<file path="config.mk">
export PLATFORM = sky130hd
export DESIGN_NAME = parking_lot_ctrl_multi
export DESIGN_NICKNAME = d
export VERILOG_FILES = /design/src/rtl/parking_lot_ctrl_multi.sv
export SDC_FILE = /design/constraint.sdc
export NUM_CORES = 1
export LEC_CHECK = 0
export ABC_CLOCK_PERIOD_IN_PS = 5200
export CAP_MARGIN = 20
export CORE_ASPECT_RATIO = 0.7
export CORE_UTILIZATION = 40
export CTS_BUF_LIST = sky130_fd_sc_hd__clkbuf_16
export CTS_CLUSTER_DIAMETER = 30
export CTS_CLUSTER_SIZE = 20
export DETAILED_ROUTE_END_ITERATION = 12
export PLACE_DENSITY = 0.6
export SETUP_SLACK_MARGIN = 0.1
export SLEW_MARGIN = 15
export SYNTH_ARGS = -nofsm -noshare
export SYNTH_HDL_FRONTEND = slang
export SYNTH_SLANG_ARGS = --single-unit
</file>
<file path="constraint.sdc">
create_clock -name clk -period 5.2 [get_ports clk]
set_input_delay 0.78 -clock clk [delete_from_list [all_inputs] [get_ports clk]]
set_output_delay 0.78 -clock clk [all_outputs]
set_load 0.05 [all_outputs]
</file>
<file path="src/rtl/parking_lot_ctrl_multi.sv">
// Multi-gate parking occupancy controller: one two-sensor direction FSM per lane feeding
// a shared saturating occupancy counter with programmable capacity.
module parking_lot_ctrl_multi #(
    parameter int LANES      = 2,
    parameter int CNT_W      = 3,
    parameter int CAPACITY   = 7,
    parameter bit ACTIVE_LOW = 1'b1
) (
    input  logic             clk,
    input  logic             reset,
    input  logic [LANES-1:0] sensor_a,
    input  logic [LANES-1:0] sensor_b,
    output logic [CNT_W-1:0] count,
    output logic             full,
    output logic             empty,
    output logic [LANES-1:0] in_evt,
    output logic [LANES-1:0] out_evt,
    output logic             ovf,
    output logic             unf
);

    localparam int PC_W  = $clog2(LANES + 1);
    localparam int SUM_W = CNT_W + PC_W + 1;
    localparam logic signed [SUM_W-1:0] CAP_S = SUM_W'(CAPACITY);
    localparam logic        [CNT_W-1:0] CAP_C = CNT_W'(CAPACITY);

    typedef enum logic [2:0] {IDLE, E1, E2, E3, X1, X2, X3} lane_state_t;

    logic [1:0]        ab_q    [LANES];
    lane_state_t       state_q [LANES];
    lane_state_t       state_d [LANES];
    logic [LANES-1:0]  in_d;
    logic [LANES-1:0]  out_d;

    logic [SUM_W-1:0]        ins;
    logic [SUM_W-1:0]        outs;
    logic signed [SUM_W-1:0] sum;
    logic [CNT_W-1:0]        count_d;
    logic                    ovf_d;
    logic                    unf_d;

    // Sensor codes are normalised to active-high {a,b} before the FSMs see them.
    always_ff @(posedge clk) begin
        // NOTE: registers are written with <= so every flop samples pre-edge values.
        for (int i = 0; i < LANES; i++) begin
            if (reset) ab_q[i] <= 2'b00;
            else       ab_q[i] <= {sensor_a[i], sensor_b[i]} ^ {2{ACTIVE_LOW}};
        end
    end

    always_ff @(posedge clk) begin
        for (int i = 0; i < LANES; i++) begin
            if (reset) state_q[i] <= IDLE;
            else       state_q[i] <= state_d[i];
        end
        if (reset) begin
            in_evt  <= '0;
            out_evt <= '0;
        end else begin
            in_evt  <= in_d;
            out_evt <= out_d;
        end
    end

    always_comb begin
        // NOTE: every output of this block gets a default first, so no latches are inferred.
        in_d  = '0;
        out_d = '0;
        for (int i = 0; i < LANES; i++) begin
            state_d[i] = IDLE;
            unique case (state_q[i])
                IDLE: begin
                    if (ab_q[i] == 2'b10)      state_d[i] = E1;
                    else if (ab_q[i] == 2'b01) state_d[i] = X1;
                end
                E1: begin
                    if (ab_q[i] == 2'b10)      state_d[i] = E1;
                    else if (ab_q[i] == 2'b11) state_d[i] = E2;
                end
                E2: begin
                    if (ab_q[i] == 2'b11)      state_d[i] = E2;
                    else if (ab_q[i] == 2'b01) state_d[i] = E3;
                    else if (ab_q[i] == 2'b10) state_d[i] = E1;
                end
                E3: begin
                    if (ab_q[i] == 2'b01)      state_d[i] = E3;
                    else if (ab_q[i] == 2'b11) state_d[i] = E2;
                    else if (ab_q[i] == 2'b00) in_d[i]    = 1'b1;
                end
                X1: begin
                    if (ab_q[i] == 2'b01)      state_d[i] = X1;
                    else if (ab_q[i] == 2'b11) state_d[i] = X2;
                end
                X2: begin
                    if (ab_q[i] == 2'b11)      state_d[i] = X2;
                    else if (ab_q[i] == 2'b10) state_d[i] = X3;
                    else if (ab_q[i] == 2'b01) state_d[i] = X1;
                end
                X3: begin
                    if (ab_q[i] == 2'b10)      state_d[i] = X3;
                    else if (ab_q[i] == 2'b11) state_d[i] = X2;
                    else if (ab_q[i] == 2'b00) out_d[i]   = 1'b1;
                end
                default: state_d[i] = IDLE;
            endcase
        end
    end

    // All lanes are netted in one signed sum before clamping, so in+out at a limit is a no-op.
    always_comb begin
        ins  = '0;
        outs = '0;
        for (int i = 0; i < LANES; i++) begin
            ins  = ins  + SUM_W'(in_evt[i]);
            outs = outs + SUM_W'(out_evt[i]);
        end
        sum     = $signed(SUM_W'(count) + ins - outs);
        count_d = sum[CNT_W-1:0];
        ovf_d   = 1'b0;
        unf_d   = 1'b0;
        if (sum[SUM_W-1]) begin
            count_d = '0;
            unf_d   = 1'b1;
        end else if (sum > CAP_S) begin
            count_d = CAP_C;
            ovf_d   = 1'b1;
        end
    end

    always_ff @(posedge clk) begin
        if (reset) begin
            count <= '0;
            ovf   <= 1'b0;
            unf   <= 1'b0;
        end else begin
            count <= count_d;
            ovf   <= ovf_d;
            unf   <= unf_d;
        end
    end

    assign full  = (count == CAP_C);
    assign empty = (count == '0);

endmodule
</file>
After elaboration in Yosys (flattened, before gate mapping)
Memories as Yosys holds them, arrays and structs flattened.
Cells that the tools add are included.
- reductions and logical operators: 10
- bitwise logic cells: 10
- equality and inequality tests: 19
- add/sub/neg operators: 4
- muxes and demuxes: 42
- order comparisons: 1
- operator list (cell ; number):
    two-way mux 3 bit ; 17
    case mux 3 bit (7 select lines) ; 2
    two-way mux 2 bit ; 12
    == test 3 bit (second input constant) ; 7
    == test 3 x 2 -> 1 bit (second input constant) ; 4
    OR reduction 3 bit ; 4
    two-way mux 1 bit ; 11
    logical NOT 3 bit ; 3
    == test 2 bit (second input constant) ; 4
    == test 3 x 1 -> 1 bit (second input constant) ; 2
    greater-than comparator 5 x 4 -> 1 bit (second input constant) ; 1
    subtractor 4 x 2 -> 5 bit ; 1
    adder 1 x 1 -> 2 bit ; 2
    adder 3 x 2 -> 4 bit ; 1
    == test 2 x 1 -> 1 bit (second input constant) ; 2
    logical NOT 2 bit ; 2
    NOT 1 bit ; 4
    NOT 2 bit ; 2
    bitwise OR 1 bit ; 4
    OR reduction 2 bit ; 1
- flip-flop bits (word level): 9
- output and inout bits: 11
- RAM bits: 10
- input bits: 6
- memories kept: 2
- memory list (memory ; depth ; width ; rd ports ; clocked after Yosys merged registers in ; wr ports ; RTL line ; source):
    state_q ; 2 ; 3 ; 2 ; 0 ; 2 ; 30 ; lane_state_t state_q [LANES];
    ab_q ; 2 ; 2 ; 2 ; 0 ; 2 ; 29 ; logic [1:0] ab_q [LANES];

Longest topological paths before layout
Gate-level depths: netlist of run 1.
An unclocked memory read counts as a cell.
- depth after elaboration: 7
- depth in mapped cells: 10
- mapped depth without buffers: 10

Worst setup path before layout of run 1
No wires, ideal clock.
- kind: register to register
- start: register out_evt[0]
- end: register count[2]
- stages on the path, launching flop included: 10
- buffers on the path: 0
- setup slack: 2.716 ns
- library setup time: 0.115 ns
- data required time: 5.085 ns
- arrival time: 2.368 ns
- clock period less this slack: 2.484 ns
- path through: dfxtp_1 > inv_1 > fa_1 > inv_1 > fa_1 > inv_1 > ha_1 > fa_1 > nor2_1 > nor2_1
- cells in the longest elaborated chain, start to end: 4
- elaborated cells on any way between the ends: 5
- classes of those cells: add/sub: 2; order compare: 1; mux: 1; reduce/logical: 1
- ends and longest elaborated chain (item ; RTL line ; source):
    from (decl) ; 17 ; output logic [LANES-1:0] out_evt,
    from (signal assigned) ; 61 ; out_evt <= out_d;
    adder 1 x 1 -> 2 bit (*) ; 115 ; outs = outs + SUM_W'(out_evt[i]);
    subtractor 4 x 2 -> 5 bit (*) ; 117 ; sum = $signed(SUM_W'(count) + ins - outs);
    greater-than comparator 5 x 4 -> 1 bit ; 124 ; end else if (sum > CAP_S) begin
    two-way mux 3 bit ; 124 ;
    to (signal assigned) ; 136 ; count <= count_d;
    to (decl) ; 13 ; output logic [CNT_W-1:0] count,
Every way passes the cells marked *; elsewhere a longest branch is shown, timed or not.
A chain may end at the register's enable or synchronous reset.

Final worst setup path of run 1
- start: register count[2]
- end: output port full
- cells in the longest elaborated chain, start to end: 1
- ends and longest elaborated chain (item ; RTL line ; source):
    == test 3 bit ; 142 ; assign full = (count == CAP_C);
    to (decl) ; 14 ; output logic full,
No other way between the ends.

==> impl_metrics.env, run 1 <==
export IMPL_post_cts_setup_buffer_count=0
export IMPL_yosysSeqAreaShare_pct=34.5
export IMPL_start_util_pct=43.6
export IMPL_crit_type="reg -> out"
export IMPL_power_density_nw_per_um2=402
export IMPL_period_needed_ns=2.45
export IMPL_worstReg2RegEnd="count[2]$_SDFF_PP0_"
export IMPL_grt_first_pass_wirelength_um=3360
export IMPL_synth_top_family_by_area="adder cells"
export IMPL_clkSlewWorstSetupHoldPaths_ns=0.05
export IMPL_r2r_start="out_evt[0]$_SDFF_PP0_"
export IMPL_outcome="completed"
export IMPL_ys_types=34
export IMPL_worst_r2r_path_depth=9
export IMPL_fin_ws_ns=2.75
export IMPL_fin_skew_ns=0.00130
export IMPL_ctsResizeCount=0
export IMPL_worstPathArrival_ns=1.67
export IMPL_dr_pass1_iters=4
export IMPL_synth_fp_nets=146
export IMPL_port_buffers=16
export IMPL_finalSetupViolCount=0
export IMPL_diodes=0
export IMPL_tns_ns=0
export IMPL_track_usage_pct=15.4
export IMPL_rsz0062_at_grt="false"
export IMPL_routed_via_count=832
export IMPL_hold_depth=2
export IMPL_cts_hold_fix_buffers=0
export IMPL_power_leakage_uw=0.000532
export IMPL_cts_sinks=19
export IMPL_rrSetupSlack_ns=2.99
export IMPL_drc=0
export IMPL_root_buffer="clkbuf_16"
export IMPL_worst_path_max_fanout=6
export IMPL_clock_path_buffers=2
export IMPL_synthAdderAreaFrac_pct=21.3
export IMPL_crit_path_start="count[2]$_SDFF_PP0_"
export IMPL_end_kind="primary output"
export IMPL_n_fill_cell=246
export IMPL_ioPinCount=17
export IMPL_synthSimpleGateAreaFrac_pct=20.3
export IMPL_min_to="out_evt[0]$_SDFF_PP0_"
export IMPL_numCtsBuffers=3
export IMPL_ant_nets=0
export IMPL_drive_above_1_share_pct=3.65
export IMPL_die_width_um=64.8
export IMPL_syn_to_final_growth_pct=21.7
export IMPL_grt_pass1_vias=745
export IMPL_initialDrtViolationCount=33
export IMPL_cp_start_kind="flip-flop"
export IMPL_required_ns=4.42
export IMPL_hold_violations=0
export IMPL_maxCapViolations=0
export IMPL_wl_per_cell_um=11.8
export IMPL_mappedNetlistArea_um2=1100
export IMPL_gp_congestion=0.756
export IMPL_syn_instance_count=123
export IMPL_nets=161
export IMPL_vdd_drop_max_mv=0.211
export IMPL_fp_dieH_um=45.9
export IMPL_pre_cts_ws_ns=2.98
export IMPL_synth_xor_area_share_pct=2.38
export IMPL_utilization_pct=53.0
export IMPL_fin_crit_sh_pct=47.2
export IMPL_min_delay_path_class="reg -> reg"
export IMPL_fmax_mhz=407
export IMPL_hp_start="state_q[0][2]$_SDFF_PP0_"
export IMPL_die_area_um2=2980
export IMPL_slew_limit_headroom_pct=66.6
export IMPL_synth_compound_area_share_pct=9.64
export IMPL_ys_ff_latch=19
export IMPL_cts_tree="built"
export IMPL_synthMuxAreaShare_pct=2.95
export IMPL_slew_violations=0
export IMPL_avgSynthCellArea_um2=8.97
export IMPL_yosysWarnings=0
export IMPL_vias_per_cell=4.87
export IMPL_grt_max_degree=15
export IMPL_clk_latency_ns=0.25
export IMPL_cts_max_level=1
export IMPL_drt_total_wl_um=2010
export IMPL_grt_overflow=0
export IMPL_row_count=15
export IMPL_dp_hpwl_um=1490
export IMPL_worstMarginPinSlew_ns=0.500
export IMPL_p_total_uw=539
export IMPL_core_region_area_um2=2530
export IMPL_antenna_found_initial=0
[how the worst max path moves through the flow]
stage | slack (ns) | to | depth (start not counted)
CTS | 2.74 | full | 2
finish | 2.75 | full | 2
floorplan | 2.72 | count[2]$_SDFF_PP0_ | 9
global placement | 3.00 | count[2]$_SDFF_PP0_ | 9
global route | 2.68 | full | 2
detailed placement | 2.98 | count[2]$_SDFF_PP0_ | 9
[cells in the mapped netlist]
cell type | count | share of area [%]
dfxtp_1 | 19 | 34
inv_1 | 14 | 4.8
nand3b_1 | 3 | 2.0
nand4_1 | 1 | 0.57
o22ai_1 | 3 | 1.7
and3_1 | 1 | 0.57
nor2_1 | 17 | 5.8
ha_1 | 14 | 16
nand2b_1 | 5 | 2.8
buf_2 | 2 | 0.91
nand3_1 | 1 | 0.45
buf_6 | 1 | 1.0
mux2i_1 | 1 | 0.91
a221oi_1 | 1 | 0.79
or3_1 | 1 | 0.57
nor2b_1 | 1 | 0.57
xnor2_1 | 2 | 1.6
mux2_1 | 2 | 2.0
nor4_1 | 5 | 2.8
xor2_1 | 1 | 0.79
nor3_1 | 1 | 0.45
fa_1 | 3 | 5.4
clkbuf_8 | 1 | 1.2
or2_2 | 1 | 0.57
o21ai_0 | 2 | 0.91
a211oi_1 | 1 | 0.68
a32oi_1 | 2 | 1.6
a32o_1 | 2 | 1.8
nand2_1 | 7 | 2.4
inv_2 | 1 | 0.34
a21oi_1 | 3 | 1.4
a311oi_1 | 1 | 0.79
clkbuf_1 | 2 | 0.68
or2b_1 | 1 | 0.68
[layout make-up]
| class | count | area, µm² | area share, % |
|---|---|---|---|
| multi-input combinational | 83 | 624 | 46.5 |
| sequential | 19 | 380 | 28.3 |
| timing repair buffer | 16 | 160 | 11.9 |
| clock buffer | 3 | 75.1 | 5.59 |
| inverter | 15 | 56.3 | 4.19 |
| tap | 34 | 42.5 | 3.17 |
| clock inverter | 1 | 3.75 | 0.280 |
[registers in the layout, summed over array words and instances (netlist names)]
signal / cells
state_q: 6
count: 3
in_evt: 2
out_evt: 2
ovf: 1
ab_q: 4
unf: 1
[per-stage QoR]
stage               area, µm²  instances  hold slack [ns]
finish                   1340        171            0.578
global route             1340        171            0.607
CTS                      1340        171            0.575
detailed placement       1260        167            0.567
global placement         1260        167            0.567
floorplan                1100        123            0.504
[cell usage in the layout (no fill, tap or decap)]
master and n:
nand2_1 7, nor2_1 17, dfxtp_1 19, clkbuf_16 3, o21ai_0 2, inv_1 15
inv_2 1, mux2_1 2, nand3_1 1, or2_2 1, or3_1 1, a211oi_1 1
fa_1 3, o22ai_1 3, xnor2_1 2, nand4_1 1, a32oi_1 2, a32o_1 2
a311oi_1 1, or2b_1 1, nand3b_1 3, nor3_1 1, ha_1 14, a221oi_1 1
nor2b_1 1, mux2i_1 1, nand2b_1 5, nor4_1 5, clkdlybuf4s50_1 16, and3_1 1
a21oi_1 3, xor2_1 1
[per-layer routing]
layer  global-route usage, %  share of wire [%]  wire (µm)  up-vias
met4                    4.00               0.55         11        0
met2                    22.9                 42        835       12
met1                    21.9                 54       1080      382
li1                        -                  -          -      436
met3                    4.50                4.2         84        2
met5                       0                  0          0        -
[critical path, cell delays in order (launching register included)]
cell and delay (ns):
dfxtp_1 0.44, and3_1 0.19, clkdlybuf4s50_1 0.80
[where the power goes]
part           internal (µW)  switching (µW)  leakage, µW  total (µW)
logic                   71.6             124     0.000334         196
clock network            102            54.2    0.0000423         156
registers                164            22.5     0.000156         187
[cells by family (layout without fill, tap and decap cells)]
logic type	count (synthesis)	in the layout
fa+ha+maj	17	17
flops	19	19
xor+xnor	3	3
simple gates	45	45
compound gates	15	15
buf+inv	21	35
mux	3	3
(Power assumes the default switching activity.)
==> run 2: changes to the inputs <==
--- a/config.mk
+++ b/config.mk
@@ -5,7 +5,7 @@
 export SDC_FILE = /design/constraint.sdc
 export NUM_CORES = 1
 export LEC_CHECK = 0
-export ABC_CLOCK_PERIOD_IN_PS = 5200
+export ABC_CLOCK_PERIOD_IN_PS = 2500
 export CAP_MARGIN = 20
 export CORE_ASPECT_RATIO = 0.7
 export CORE_UTILIZATION = 40
==> constraint.sdc (replaced) <==
create_clock -name clk -period 2.5 [get_ports clk]
set_input_delay 0.375 -clock clk [delete_from_list [all_inputs] [get_ports clk]]
set_output_delay 0.375 -clock clk [all_outputs]
set_load 0.05 [all_outputs]
==> impl_metrics.env, run 2 (synthesized netlist as in run 1, its figures left out) <==
export IMPL_start_util_pct=43.6
export IMPL_cts_tree="built"
export IMPL_fin_cells=171
export IMPL_drc=0
export IMPL_finalSetupViolCount=0
export IMPL_n_fill_cell=244
export IMPL_regArea_um2=383
export IMPL_dp_cells=167
export IMPL_worstPathArrival_ns=2.32
export IMPL_hold_violations=0
export IMPL_cts_hold_fix_buffers=0
export IMPL_top_register="state_q"
export IMPL_grt_overflow=0
export IMPL_final_area_um2=1350
export IMPL_ant_nets=0
export IMPL_slew_violations=0
export IMPL_ctsResizeCount=0
export IMPL_hold_depth=2
export IMPL_row_count=15
export IMPL_cts_sinks=19
export IMPL_met2_usage_pct=24.8
export IMPL_fmax_mhz=459
export IMPL_drive_above_1_share_pct=5.84
export IMPL_vias_per_cell=5.06
export IMPL_ioPinCount=17
export IMPL_fin_crit_sh_pct=87.1
export IMPL_gp_congestion=0.785
export IMPL_cp_start_kind="flip-flop"
export IMPL_grt_pass1_vias=763
export IMPL_place_area_um2=1270
export IMPL_grt_first_pass_wirelength_um=3280
export IMPL_antenna_found_initial=0
export IMPL_multi_input_area_um2=624
export IMPL_crit_type="reg -> reg"
export IMPL_grt_max_degree=15
export IMPL_diodes=0
export IMPL_min_to="in_evt[1]$_SDFF_PP0_"
export IMPL_dr_pass1_iters=4
export IMPL_rsz0062_at_grt="false"
export IMPL_cts_max_level=1
export IMPL_use_met1_pct=18.3
export IMPL_track_usage_pct=15.3
export IMPL_outcome="completed"
export IMPL_vdd_drop_max_mv=0.333
export IMPL_fin_ws_ns=0.323
export IMPL_required_ns=2.64
export IMPL_final_cell_mix="nor2_1, dfxtp_1, clkdlybuf4s50_1"
export IMPL_top_regs="state_q: 6 flops, ab_q: 4 flops, count: 3 flops"
export IMPL_worstReg2RegEnd="count[2]$_SDFF_PP0_"
export IMPL_root_buffer="clkbuf_16"
export IMPL_period_needed_ns=2.18
export IMPL_fin_skew_ns=0.00547
export IMPL_end_kind="flip-flop"
export IMPL_worst_path_max_fanout=2
export IMPL_drt_total_wl_um=1990
export IMPL_routed_via_count=865
export IMPL_tns_ns=0
export IMPL_nets=161
export IMPL_initialDrtViolationCount=48
export IMPL_min_delay_path_class="reg -> reg"
export IMPL_die_width_um=64.8
export IMPL_post_cts_setup_buffer_count=0
export IMPL_clk_latency_ns=0.25
export IMPL_clock_path_buffers=2
export IMPL_power_leakage_uw=0.000531
export IMPL_slew_limit_headroom_pct=63.8
export IMPL_rrSetupSlack_ns=0.32
export IMPL_r2r_start="out_evt[0]$_SDFF_PP0_"
export IMPL_fp_dieH_um=45.9
export IMPL_use_met3_pct=6.00
export IMPL_core_region_area_um2=2530
export IMPL_dp_hpwl_um=1490
export IMPL_hp_start="state_q[1][0]$_SDFF_PP0_"
export IMPL_power_density_nw_per_um2=831
export IMPL_clkSlewWorstSetupHoldPaths_ns=0.06
export IMPL_largest_register_ff_count=6
export IMPL_maxCapViolations=0
export IMPL_utilization_pct=53.1
export IMPL_grt_busiest_layer="met2"
export IMPL_worst_r2r_path_depth=9
export IMPL_port_buffers=16
export IMPL_worstMarginPinSlew_ns=0.541
export IMPL_wl_per_cell_um=11.6
export IMPL_numCtsBuffers=3
export IMPL_syn_to_final_growth_pct=22.0
export IMPL_die_area_um2=2980
export IMPL_pre_cts_ws_ns=0.298
==> run 2: changes by cell type in the layout (fill, tap and decap cells not counted), sizes merged <==
cell    previous run  this run
clkinv             0         1
inv               16        15
==> run 2: per-layer routing <==
layer,wire (µm),up-vias
met5,0,-
met3,109,4
met1,989,400
met4,24,0
li1,-,439
met2,862,22
==> run 2: worst max path at each step <==
stage                                     start                  end  slack [ns]  depth (start not counted)
final                     out_evt[0]$_SDFF_PP0_  count[2]$_SDFF_PP0_        0.32                          9
after global routing      out_evt[0]$_SDFF_PP0_  count[2]$_SDFF_PP0_        0.20                          9
after CTS                 out_evt[0]$_SDFF_PP0_  count[2]$_SDFF_PP0_        0.30                          9
after detailed placement  out_evt[0]$_SDFF_PP0_  count[2]$_SDFF_PP0_        0.30                          9
after global placement    out_evt[0]$_SDFF_PP0_  count[2]$_SDFF_PP0_        0.38                          9
after floorplan            in_evt[0]$_SDFF_PP0_  count[1]$_SDFF_PP0_        0.14                          9
==> run 2: worst max-delay path, stage by stage (launching register included) <==
cell and delay, ns:
dfxtp_2 0.32, inv_1 0.05, fa_1 0.50, inv_1 0.05, fa_1 0.36, inv_1 0.07, ha_1 0.16, fa_1 0.41
nor2_1 0.11, nor2_1 0.04
==> run 2: stage by stage <==
step                power [µW]  hold slack (ns)
global placement           795            0.556
floorplan                  674            0.442
finish                    1120            0.578
global route              1180            0.606
CTS                       1130            0.567
detailed placement         796            0.553
==> run 2: cell type report <==
type / count / share of cell area [%]
Clock buffer: 3 / 5.58
Clock inverter: 1 / 0.372
Inverter: 15 / 4.18
Multi-Input combinational cell: 83 / 46.4
Sequential cell: 19 / 28.4
Tap cell: 34 / 3.16
Timing Repair Buffer: 16 / 11.9
==> run 2: power by group <==
group          internal, µW  leakage, µW  switching [µW]
combinational           146     0.000334             255
clock                   215    0.0000409             116
sequential              342     0.000157            44.7
total                   703     0.000531             416
==> run 3: changes to the inputs <==
--- a/config.mk
+++ b/config.mk
@@ -5,7 +5,7 @@
 export SDC_FILE = /design/constraint.sdc
 export NUM_CORES = 1
 export LEC_CHECK = 0
-export ABC_CLOCK_PERIOD_IN_PS = 2500
+export ABC_CLOCK_PERIOD_IN_PS = 2200
 export CAP_MARGIN = 20
 export CORE_ASPECT_RATIO = 0.7
 export CORE_UTILIZATION = 40
==> constraint.sdc (replaced) <==
create_clock -name clk -period 2.2 [get_ports clk]
set_input_delay 0.33 -clock clk [delete_from_list [all_inputs] [get_ports clk]]
set_output_delay 0.33 -clock clk [all_outputs]
set_load 0.05 [all_outputs]
==> impl_metrics.env, run 3 (synthesized netlist as in run 1, its figures left out) <==
export IMPL_cp_start_kind="flip-flop"
export IMPL_die_area_um2=2980
export IMPL_cts_tree="built"
export IMPL_power_density_nw_per_um2=935
export IMPL_vias_per_cell=5.01
export IMPL_hold_violations=0
export IMPL_worstMarginPinSlew_ns=0.505
export IMPL_slew_violations=0
export IMPL_nets=162
export IMPL_drive_above_1_share_pct=12.3
export IMPL_grt_overflow=0
export IMPL_cp_num_buf_inv=3
export IMPL_top_regs="state_q: 6 flops, ab_q: 4 flops, count: 3 flops"
export IMPL_path_cells="inv_2, fa_1, inv_1, fa_2, inv_2, ha_4, fa_2, nor2_2, nor2_1"
export IMPL_use_met3_pct=5.25
export IMPL_required_ns=2.34
export IMPL_port_buffers=16
export IMPL_period_needed_ns=2.13
export IMPL_pre_cts_ws_ns=0.0598
export IMPL_vdd_drop_max_mv=0.508
export IMPL_slew_limit_headroom_pct=66.2
export IMPL_final_cell_mix="nor2_1, dfxtp_1, clkdlybuf4s50_1"
export IMPL_maxCapViolations=0
export IMPL_cp_slowest_cell="fa_1"
export IMPL_dr_pass1_iters=4
export IMPL_antenna_found_initial=0
export IMPL_regArea_um2=392
export IMPL_cts_sinks=19
export IMPL_worstPathArrival_ns=2.27
export IMPL_tns_ns=0
export IMPL_multi_input_area_um2=659
export IMPL_clk_latency_ns=0.24
export IMPL_grt_busiest_layer="met2"
export IMPL_n_fill_cell=234
export IMPL_min_delay_path_class="reg -> reg"
export IMPL_root_buffer="clkbuf_16"
export IMPL_gp_congestion=0.770
export IMPL_cts_hold_fix_buffers=0
export IMPL_cp_top_family="adder cells"
export IMPL_dp_hpwl_um=1460
export IMPL_met2_usage_pct=24.2
export IMPL_fp_dieH_um=45.9
export IMPL_utilization_pct=55.2
export IMPL_outcome="completed"
export IMPL_fmax_mhz=469
export IMPL_track_usage_pct=14.9
export IMPL_power_leakage_uw=0.000559
export IMPL_use_met1_pct=18.5
export IMPL_numCtsBuffers=3
export IMPL_syn_to_final_growth_pct=26.8
export IMPL_finalSetupViolCount=0
export IMPL_core_region_area_um2=2530
export IMPL_cts_max_level=1
export IMPL_crit_type="reg -> reg"
export IMPL_fin_skew_ns=0.00171
export IMPL_rrSetupSlack_ns=0.07
export IMPL_slowest_delay_ns=0.50
export IMPL_end_kind="flip-flop"
export IMPL_grt_first_pass_wirelength_um=3290
export IMPL_ant_nets=0
export IMPL_top_register="state_q"
export IMPL_clkSlewWorstSetupHoldPaths_ns=0.05
export IMPL_fin_crit_sh_pct=96.8
export IMPL_diodes=0
export IMPL_start_util_pct=43.6
export IMPL_drc=0
export IMPL_worst_path_max_fanout=2
export IMPL_ioPinCount=17
export IMPL_grt_pass1_vias=783
export IMPL_grt_max_degree=12
export IMPL_routed_via_count=862
export IMPL_largest_register_ff_count=6
export IMPL_drt_total_wl_um=1980
export IMPL_initialDrtViolationCount=56
export IMPL_row_count=15
export IMPL_fin_ws_ns=0.0700
export IMPL_clock_path_buffers=2
export IMPL_wl_per_cell_um=11.5
export IMPL_die_width_um=64.8
export IMPL_rsz0062_at_grt="true"
## run 3: changes by cell type in the layout (fill, tap and decap cells not counted), sizes merged
cell           previous run  this run
clkdlybuf4s50            16        15
dlymetal6s2s              0         1
inv                      15        16
buf                       0         1
clkinv                    1         0
## run 3: routing by layer
layer  up-vias  routed length (µm)
li1        437                   -
met1       398                 953
met2        27                 924
met3         0                 101
met4         0                   0
met5         -                   0
## run 3: cell type report
| class | instances | area share [%] |
|---|---|---|
| timing repair buffer | 17 | 12.2 |
| sequential | 19 | 28.0 |
| clock inverter | 1 | 0.268 |
| tap | 34 | 3.04 |
| clock buffer | 3 | 5.37 |
| multi-input combinational | 83 | 47.1 |
| inverter | 15 | 4.03 |
## run 3: path summary, 6_finish.rpt
kind	from	depth (start not counted)	to
worst max-delay path	out_evt[0]$_SDFF_PP0_	9	count[2]$_SDFF_PP0_
worst min-delay path	state_q[0][2]$_SDFF_PP0_	2	out_evt[0]$_SDFF_PP0_
worst max register to register	out_evt[0]$_SDFF_PP0_	9	count[2]$_SDFF_PP0_
worst min register to register	state_q[0][2]$_SDFF_PP0_	2	out_evt[0]$_SDFF_PP0_
## run 3: through the flow
stage          power [µW]  std cells  area (µm²)  hold slack, ns
2_1_floorplan         764        123        1120           0.397
3_3_place_gp          899        168        1290           0.552
3_5_place_dp          906        168        1290           0.561
4_1_cts              1280        172        1380           0.569
5_1_grt              1380        172        1400           0.596
6_report             1310        172        1400           0.575
## run 3: timing repair
item,4_1_cts,5_1_grt
endpoints found under the setup margin,4,4
buffers inserted,0,0
pin swaps,0,5
cloned,0,0
gates resized for setup,3,4
## run 3: power breakdown
| group | leakage [µW] | total (µW) | switching, µW | internal (µW) |
|---|---|---|---|---|
| sequential | 0.000158 | 448 | 62.9 | 385 |
| combinational | 0.000359 | 502 | 306 | 196 |
| clock | 0.0000423 | 358 | 116 | 241 |
| total | 0.000559 | 1310 | 486 | 822 |
## run 3: worst min-delay path: cells and delay by family, from the launching register on
kind             cells  cell delay [ns]
DFF                  1             0.39
and+or+nand+nor      2             0.15
